<file path="src/rtl/pixel_classifier.sv">
// pixel_classifier: YCrCb chroma-box classifier with a per-line run
// filter and an inter-frame window for the marker-tracking stage.
module pixel_classifier #(
   parameter int H_ACTIVE = 640,
   parameter int V_ACTIVE = 480,
   parameter int RUN      = 3,
   parameter int Y_MIN    = 32,
   parameter int FLAG_MIN = 128
) (
   input  logic       clk,
   input  logic       reset,
   input  logic       pix_valid,
   input  logic       pix_sof,
   input  logic [7:0] pix_y,
   input  logic [7:0] pix_cr,
   input  logic [7:0] pix_cb,
   input  logic       thr_we,
   input  logic [3:0] thr_addr,
   input  logic [7:0] thr_data,
   output logic       interesting_flag,
   output logic [9:0] interesting_x,
   output logic [8:0] interesting_y,
   output logic [1:0] color,
   output logic       frame_flag,
   output logic       frame_err
);

   localparam logic [9:0] X_LAST   = 10'(H_ACTIVE - 1);
   localparam logic [8:0] Y_LAST   = 9'(V_ACTIVE - 1);
   localparam logic [7:0] LUMA_MIN = 8'(Y_MIN);
   localparam logic [3:0] RUN_MIN  = 4'(RUN);
   localparam int         HW       = $clog2(FLAG_MIN + 1);
   localparam logic [HW-1:0] HOLD_LAST = HW'(FLAG_MIN - 1);

   typedef enum logic [1:0] {
      WAIT_SOF,
      ACTIVE,
      DRAIN,
      HOLD
   } state_t;

   state_t state;
   state_t state_d;
   logic   flag_d;
   logic   accept;
   logic   err_set;
   logic   sof_in;
   logic   last;
   logic   new_frame;
   logic   sof_seen;
   logic   out_sof;
   logic [1:0]    drain_cnt;
   logic [HW-1:0] hold_cnt;

   logic [7:0] cr_min [4];
   logic [7:0] cr_max [4];
   logic [7:0] cb_min [4];
   logic [7:0] cb_max [4];
   logic [3:0] match;

   logic [9:0] nx;
   logic [8:0] ny;
   logic [9:0] px;
   logic [8:0] py;

   logic       s1_valid;
   logic       s1_sof;
   logic [3:0] s1_match;
   logic [9:0] s1_x;
   logic [8:0] s1_y;

   logic [1:0] col;
   logic       hit;
   logic [3:0] run;
   logic [3:0] run_d;
   logic [1:0] prev_col;

   logic       s2_valid;
   logic       s2_sof;
   logic       s2_hit;
   logic [9:0] s2_x;
   logic [8:0] s2_y;
   logic [1:0] s2_col;

   assign sof_in  = pix_valid && pix_sof;
   assign px      = pix_sof ? '0 : nx;
   assign py      = pix_sof ? '0 : ny;
   assign out_sof = s2_valid && s2_sof;
   assign last    = state == ACTIVE && pix_valid && !pix_sof
                 && nx == X_LAST && ny == Y_LAST;

   // threshold register file, addressed as {colour, field}
   always_ff @(posedge clk or negedge reset) begin
      if (!reset) begin
         for (int k = 0; k < 4; k++) begin
            cr_min[k] <= 8'hff;
            cr_max[k] <= 8'h00;
            cb_min[k] <= 8'hff;
            cb_max[k] <= 8'h00;
         end
      end else if (thr_we) begin
         unique case (thr_addr[1:0])
            2'd0: cr_min[thr_addr[3:2]] <= thr_data;
            2'd1: cr_max[thr_addr[3:2]] <= thr_data;
            2'd2: cb_min[thr_addr[3:2]] <= thr_data;
            2'd3: cb_max[thr_addr[3:2]] <= thr_data;
         endcase
      end
   end

   // inclusive box test of the incoming pixel against every colour
   always_comb begin
      match = '0;
      for (int k = 0; k < 4; k++) begin
         match[k] = pix_y >= LUMA_MIN
                 && pix_cr >= cr_min[k] && pix_cr <= cr_max[k]
                 && pix_cb >= cb_min[k] && pix_cb <= cb_max[k];
      end
   end

   // frame state register and sticky/housekeeping control
   always_ff @(posedge clk or negedge reset) begin
      if (!reset) begin
         state      <= WAIT_SOF;
         frame_flag <= 1'b0;
         frame_err  <= 1'b0;
         drain_cnt  <= '0;
         hold_cnt   <= '0;
         new_frame  <= 1'b0;
         sof_seen   <= 1'b0;
      end else begin
         state      <= state_d;
         frame_flag <= flag_d;
         if (err_set) frame_err <= 1'b1;
         drain_cnt  <= (state == DRAIN) ? drain_cnt + 2'd1 : 2'd0;
         if (state != HOLD) hold_cnt <= '0;
         else if (hold_cnt != HOLD_LAST) hold_cnt <= hold_cnt + 1'b1;
         if (state == DRAIN || state == HOLD) begin
            new_frame <= new_frame || sof_in;
            sof_seen  <= sof_seen || out_sof;
         end else begin
            new_frame <= 1'b0;
            sof_seen  <= 1'b0;
         end
      end
   end

   // next state, pixel acceptance and error detection
   always_comb begin
      state_d = state;
      flag_d  = frame_flag;
      accept  = 1'b0;
      err_set = 1'b0;
      unique case (state)
         WAIT_SOF: begin
            accept = sof_in;
            if (sof_in) state_d = ACTIVE;
         end
         ACTIVE: begin
            accept  = pix_valid;
            err_set = sof_in;
            if (last) state_d = DRAIN;
         end
         DRAIN: begin
            accept  = sof_in || (pix_valid && new_frame);
            err_set = pix_valid && (pix_sof ? new_frame : !new_frame);
            if (drain_cnt == 2'd2) begin
               state_d = HOLD;
               flag_d  = 1'b1;
            end
         end
         HOLD: begin
            accept  = sof_in || (pix_valid && new_frame);
            err_set = pix_valid && (pix_sof ? new_frame : !new_frame);
            if (hold_cnt == HOLD_LAST && (sof_seen || out_sof)) begin
               state_d = ACTIVE;
               flag_d  = 1'b0;
            end
         end
      endcase
   end

   // raster coordinate of the next non-sof pixel
   always_ff @(posedge clk or negedge reset) begin
      if (!reset) begin
         nx <= '0;
         ny <= '0;
      end else if (accept) begin
         if (px == X_LAST) begin
            nx <= '0;
            ny <= py + 9'd1;
         end else begin
            nx <= px + 10'd1;
            ny <= py;
         end
      end
   end

   // stage 1: register the accepted pixel and its match vector
   always_ff @(posedge clk or negedge reset) begin
      if (!reset) begin
         s1_valid <= 1'b0;
         s1_sof   <= 1'b0;
         s1_match <= '0;
         s1_x     <= '0;
         s1_y     <= '0;
      end else begin
         s1_valid <= accept;
         if (accept) begin
            s1_sof   <= pix_sof;
            s1_match <= match;
            s1_x     <= px;
            s1_y     <= py;
         end
      end
   end

   // lowest colour index wins; run restarts at line start or colour change
   always_comb begin
      col = 2'd0;
      for (int k = 3; k >= 0; k--) begin
         if (s1_match[k]) col = 2'(k);
      end
      hit = |s1_match;
      if (!hit) run_d = 4'd0;
      else if (s1_x == '0 || run == 4'd0 || col != prev_col) run_d = 4'd1;
      else if (run == 4'hf) run_d = run;
      else run_d = run + 4'd1;
   end

   // stage 2: run state and qualified-pixel decision
   always_ff @(posedge clk or negedge reset) begin
      if (!reset) begin
         run      <= '0;
         prev_col <= '0;
         s2_valid <= 1'b0;
         s2_sof   <= 1'b0;
         s2_hit   <= 1'b0;
         s2_x     <= '0;
         s2_y     <= '0;
         s2_col   <= '0;
      end else begin
         s2_valid <= s1_valid;
         s2_hit   <= s1_valid && run_d >= RUN_MIN;
         if (s1_valid) begin
            run      <= run_d;
            prev_col <= col;
            s2_sof   <= s1_sof;
            s2_x     <= s1_x;
            s2_y     <= s1_y;
            s2_col   <= col;
         end
      end
   end

   // stage 3: output register, muted while the frame window is open
   always_ff @(posedge clk or negedge reset) begin
      if (!reset) begin
         interesting_flag <= 1'b0;
         interesting_x    <= '0;
         interesting_y    <= '0;
         color            <= '0;
      end else begin
         interesting_flag <= s2_hit && !flag_d;
         if (s2_hit && !flag_d) begin
            interesting_x <= s2_x;
            interesting_y <= s2_y;
            color         <= s2_col;
         end
      end
   end

endmodule

</file>
<file path="config.mk">
export PLATFORM = sky130hd
export DESIGN_NAME = pixel_classifier
export DESIGN_NICKNAME = d
export VERILOG_FILES = /design/src/rtl/pixel_classifier.sv
export SDC_FILE = /design/constraint.sdc
export NUM_CORES = 1
export LEC_CHECK = 0
export ABC_AREA = 1
export CAP_MARGIN = 30
export CORE_UTILIZATION = 50
export DETAILED_ROUTE_END_ITERATION = 10
export PLACE_DENSITY_LB_ADDON = 0.08
export SLEW_MARGIN = 0
export SYNTH_ARGS = -nofsm -noshare
export SYNTH_HDL_FRONTEND = slang
export SYNTH_SLANG_ARGS = --single-unit
</file>
<file path="constraint.sdc">
create_clock -name clk -period 3.97 [get_ports clk]
set_input_delay 0.397 -clock clk [delete_from_list [all_inputs] [get_ports clk]]
set_output_delay 0.397 -clock clk [all_outputs]
set_load 0.05 [all_outputs]
</file>
==> impl_metrics.toml, run 1 <==
[sta]
rsz0062_at_grt = "no"
finalSetupViolCount = 0
finalHoldViolations = 0
fin_worst_hold_slack_ns = 0.425
skew_ns = 0.0140
setup_ws_ns = 1.66
drv_slew = 0
tns_ns = 0
max_slew.worst_pin.slew_ns = 0.978
post-route-period-util = 0.582
max_freq_mhz = 433
maxSlewHeadroom = 0.348
finalCriticalPeriod_ns = 2.31

[min_path]
hold-path-cell-count = 1
worst_hold_path_type = "reg -> reg"
hold_start = "drain_cnt[0]$_DFF_PN0_"
hold_path_end = "drain_cnt[0]$_DFF_PN0_"

[synthesis]
synth-seq-cells = 238
ys.flop_type = "dfrtp_1"
avgSynthCellArea_sq_um = 8.34
synth.most_common_cell = "nand2_1"
synth_top_area_cell = "dfrtp_1"
synthCells = 1573
yosysTopAreaCellShare = 0.332
synth_area_leaders = "dfrtp_1, nand2_1, ha_1, dfstp_2, inv_1"
syn_area_sq_um = 13100
ys.warnings.count = 0
synth_commonest_cells = "nand2_1, inv_1, dfrtp_1"
synth_edf_count = 0
syn_nets = 1752
seq_area_frac_synth = 0.460
async_reset_ff_frac = 1.00
yosysUniqueCellTypes = 40

[detailed_routing]
routed-via-count = 10091
finalWirelength_microns = 29400
drtAntennaViolNets = 0
drc = 0
wire_per_inst_microns = 14.9
dr.pass1.iters = 8
via_per_inst = 5.11
drtIter0Drc = 607

[grt]
use_met1 = 0.349
grt_start_max_net_pins = 126
track_usage = 0.229
busiest_layer = "met1"
globalRouteMet3Util = 0.0247
grt_pass1_vias = 9265
grt_antenna_before_repair = 0
overflow = 0
grt_pass1_wl_microns = 48000
use_met2 = 0.346

[floorplan]
rows = 58
fp.coreArea_sq_um = 25500
die_y_microns = 164
start_util = 0.515
ioPinCount = 65
die_area_sq_um = 26900
die_w_microns = 164

[cells_and_area]
fin_cells = 1974
layout-drive-gt1-share = 0.0925
nFillCells = 2266
antennaDiodeCount = 0
area_delta_synth_final_pct = 13.7
nets = 1803

[clock_network]
cts_buffers = 27
h-tree-depth = 1
clkLatencyLatePin_ns = 0.54
cts.path.max_buffers = 3
cts_resized = 0
root_buffer = "clkbuf_16"
cts_tree = "yes"
holdBufCountCts = 1
clk_pin_slew_ns = 0.06
post_cts_buffers = 0
clock-sinks = 238

[worst_setup_path]
worstSetupPathType = "reg -> reg"
rr_endpoint = "ny[2]$_DFFE_PN0P_"
required_ns = 4.39
rr_worst_depth = 11
cp-end-kind = "flip-flop"
regToRegSetupSlack_ns = 1.66
r2r_start = "state[0]$_DFFE_PN0P_"
arrival_ns = 2.73
crit_fanout = 28
start_kind = "flip-flop"

[power]
leakagePower_uw = 0.00746
power.total_uw = 7800
irDropWorstVdd_v = 0.000370
p_per_area_nw_per_um2 = 523

[place]
portBuffers = 59
hpwlAfterDp_microns = 19800
dpl_worst_slack_ns = 1.31
place.gp.congestion = 0.826
place_inst = 1924

[run_status]
status = "finished, final reports clean"

[job]
drv_cap = 0
[where the power goes]
part / internal, uW / total (uW) / switching (uW) / leakage (uW)
Sequential: 2920 / 3190 / 264 / 0.00299
Combinational: 721 / 2030 / 1310 / 0.00401
Clock: 1590 / 2580 / 991 / 0.000458
[area by class of cell]
cell class	count	area, sq um	area share
flip-flops and latches	238	6040	0.405
multi-input cells	1062	6010	0.403
inverters	230	863	0.0579
clock buffers	39	801	0.0537
repair buffers	65	656	0.0440
well taps	330	413	0.0277
clock inverters	10	134	0.00898
[state kept, by name, indices dropped and copies added, names as in the netlist, 8 cells and up]
register and flops:
s2_x 10, s2_y 9, cr_min 32, cr_max 32, s1_y 9, s1_x 10
ny 9, cb_max 32, cb_min 32, interesting_y 9, nx 10, interesting_x 10
hold_cnt 8
[cell usage in the layout, fill, tap and decap left out, types with 2 or more instances in the layout]
cell and n:
xnor2_1 4, clkinv_2 4, inv_2 7, o21ai_1 36
clkbuf_16 27, clkbuf_1 4, nor2_1 57, nor3_2 6
o21a_1 16, o31ai_1 2, dfrtp_1 174, ha_1 138
o21bai_1 10, nand2_4 2, nand2_1 469, nand2_2 5
clkbuf_8 8, nand3_1 45, clkinvlp_4 2, a31oi_1 2
clkdlybuf4s50_1 58, o21ai_0 145, nor3_1 6, dfstp_2 64
nand3_2 2, bufinv_16 3, xor2_1 13, inv_1 222
nor2_4 5, nor2_2 6, a21oi_1 58, buf_4 4
nand4_1 25
[metrics by stage]
| step | area (sq um) | utilization |
|---|---|---|
| 6_report | 14900 | 0.586 |
| 2_1_floorplan | 13100 | - |
| 4_1_cts | 14900 | 0.586 |
| 3_3_place_gp | 14000 | 0.548 |
| 3_5_place_dp | 14000 | 0.548 |
| 5_1_grt | 14900 | 0.586 |
[worst max path at each step]
| stage | start | to | slack (ns) | cells past startpoint |
|---|---|---|---|---|
| detailed placement | pix_sof | ny[6]$_DFFE_PN0P_ | 1.31 | 14 |
| finish | state[0]$_DFFE_PN0P_ | ny[2]$_DFFE_PN0P_ | 1.66 | 11 |
| global placement | pix_sof | ny[3]$_DFFE_PN0P_ | 1.33 | 13 |
| global route | hold_cnt[0]$_DFFE_PN0P_ | color[0]$_DFFE_PN0P_ | 1.35 | 9 |
| CTS | state[0]$_DFFE_PN0P_ | ny[2]$_DFFE_PN0P_ | 1.63 | 11 |
| floorplan | pix_sof | ny[3]$_DFFE_PN0P_ | 2.09 | 13 |
[kinds of logic after synthesis]
kind of cell / count (synthesis) / synth area share
XOR/XNOR: 17 / 0.0114
buffers and inverters: 273 / 0.0814
AO/OA/AOI/OAI: 272 / 0.110
AND/OR/NAND/NOR: 635 / 0.205
adder cells (fa/ha/maj): 138 / 0.132
flip-flops: 238 / 0.460
[worst max-delay path: stages (launching register included)]
cell and delay [ns]:
dfrtp_1 0.41, ha_1 0.29, inv_2 0.15, nand2_2 0.09
nand3_2 0.07, nand2_2 0.07, nand2_2 0.28, buf_4 0.38
nor2_4 0.05, inv_2 0.14, nand2_1 0.08, xor2_1 0.16
[routing by layer]
layer	part of all wire	routed length, microns
met2	0.42	12300
met5	0	0
met4	0.019	547
met3	0.036	1060
met1	0.53	15500
Power figures use the tool's default switching activity.
==> inputs of run 2 (changes only) <==
Clock period 3.97 ns to 2.4 ns, I/O delays scaled along.
==> impl_metrics.toml, run 2 (synthesis results as in run 1) <==
[run_status]
status = "finished, final reports clean"

[clock_network]
clkLatencyLatePin_ns = 0.52
cts_tree = "yes"
clock-sinks = 238
cts_resized = 0
cts_buffers = 27
clk_pin_slew_ns = 0.06
cts.path.max_buffers = 3
h-tree-depth = 1
root_buffer = "clkbuf_16"
holdBufCountCts = 1
post_cts_buffers = 0

[cells_and_area]
layout-drive-gt1-share = 0.105
finalInstanceArea_sq_um = 15000
final_common_cell = "nand2_1"
fin_cells = 2003
antennaDiodeCount = 0
nets = 1832
final_cell_mix = "nand2_1, inv_1, dfrtp_1"
area_delta_synth_final_pct = 14.7
final_util = 0.591

[power]
leakagePower_uw = 0.00756
p_per_area_nw_per_um2 = 840
irDropWorstVdd_v = 0.000573
power.total_uw = 12600

[detailed_routing]
wl_met1_microns = 15300
top_layer = "met4"
dr_wl_met2_microns = 12500
routed-via-count = 10174
wire_per_inst_microns = 14.8
drtIter0Drc = 652
drc = 0
met3_length_microns = 1290
drtAntennaViolNets = 0
finalWirelength_microns = 29700
dr.pass1.iters = 5
via_per_inst = 5.08

[sta]
tns_ns = 0
skew_ns = 0.00921
finalCriticalPeriod_ns = 2.06
finalSetupViolCount = 0
max_slew.worst_pin.slew_ns = 0.750
drv_slew = 0
max_freq_mhz = 485
maxSlewHeadroom = 0.499
post-route-period-util = 0.858
finalHoldViolations = 0
rsz0062_at_grt = "no"

[job]
drv_cap = 0

[worst_setup_path]
worstSetupPathType = "reg -> out"
crit_fanout = 2
cpMaxStageDelayCell = "clkdlybuf4s50_1"
cp_top_family = "buffers and inverters"
cp-end-kind = "primary output"
start_kind = "flip-flop"
max_stage_delay_ns = 0.85
path_buf_inv = 1
required_ns = 2.16
arrival_ns = 1.82
regToRegSetupSlack_ns = 0.34
crit_chain = "clkdlybuf4s50_1"

[floorplan]
start_util = 0.515
fp.coreArea_sq_um = 25500
ioPinCount = 65
rows = 58
die_area_sq_um = 26900
die_y_microns = 164
die_w_microns = 164

[place]
dpl-instance-area_sq_um = 14200
place.gp.congestion = 0.871
portBuffers = 59
hpwlAfterDp_microns = 20500
place_inst = 1953

[min_path]
worst_hold_path_type = "in -> async"

[grt]
overflow = 0
grt_pass1_wl_microns = 48400
grt_pass1_vias = 9361
grt_antenna_before_repair = 0
track_usage = 0.230
grt_start_max_net_pins = 75
run 2: report_power, final:
| part | leakage [uW] | switching [uW] | internal, uW |
|---|---|---|---|
| Clock | 0.000411 | 1590 | 2290 |
| Combinational | 0.00416 | 2220 | 1290 |
| Sequential | 0.00299 | 419 | 4840 |
| Total | 0.00756 | 4230 | 8410 |
run 2: final cells by class:
type	count	area, sq um
Fill cell	2350	10400
Timing Repair Buffer	94	886
Inverter	230	863
Clock buffer	44	810
Clock inverter	5	27.5
Sequential cell	238	6040
Tap cell	330	413
Multi-Input combinational cell	1062	6010
run 2: worst paths after layout:
| path | startpoint | end | depth (start not counted) |
|---|---|---|---|
| hold reg to reg | drain_cnt[0]$_DFF_PN0_ | drain_cnt[0]$_DFF_PN0_ | 1 |
| max in group asynchronous | reset | cr_min[29]$_DFFE_PN1P_ | 3 |
| setup / recovery | frame_flag$_DFF_PN0_ | frame_flag | 1 |
| hold / removal | reset | cr_max[27]$_DFFE_PN0P_ | 2 |
| min in group clk | drain_cnt[0]$_DFF_PN0_ | drain_cnt[0]$_DFF_PN0_ | 1 |
| setup reg to reg | state[0]$_DFFE_PN0P_ | s1_match[3]$_DFFE_PN0P_ | 9 |
run 2: per-layer routing:
metal | up-vias | track usage
li1 | 5200 | -
met1 | 4763 | 0.354
met2 | 170 | 0.348
met3 | 41 | 0.0220
met4 | 0 | 0.0513
met5 | - | 0
run 2: through the flow:
stage | setup slack [ns] | hold WS (ns)
after CTS | 0.322 | 0.298
after global placement | 0.227 | 0.258
after floorplan | 0.675 | -0.0556
after detailed placement | 0.142 | 0.258
after global routing | 0.204 | 0.321
final | 0.340 | 0.266
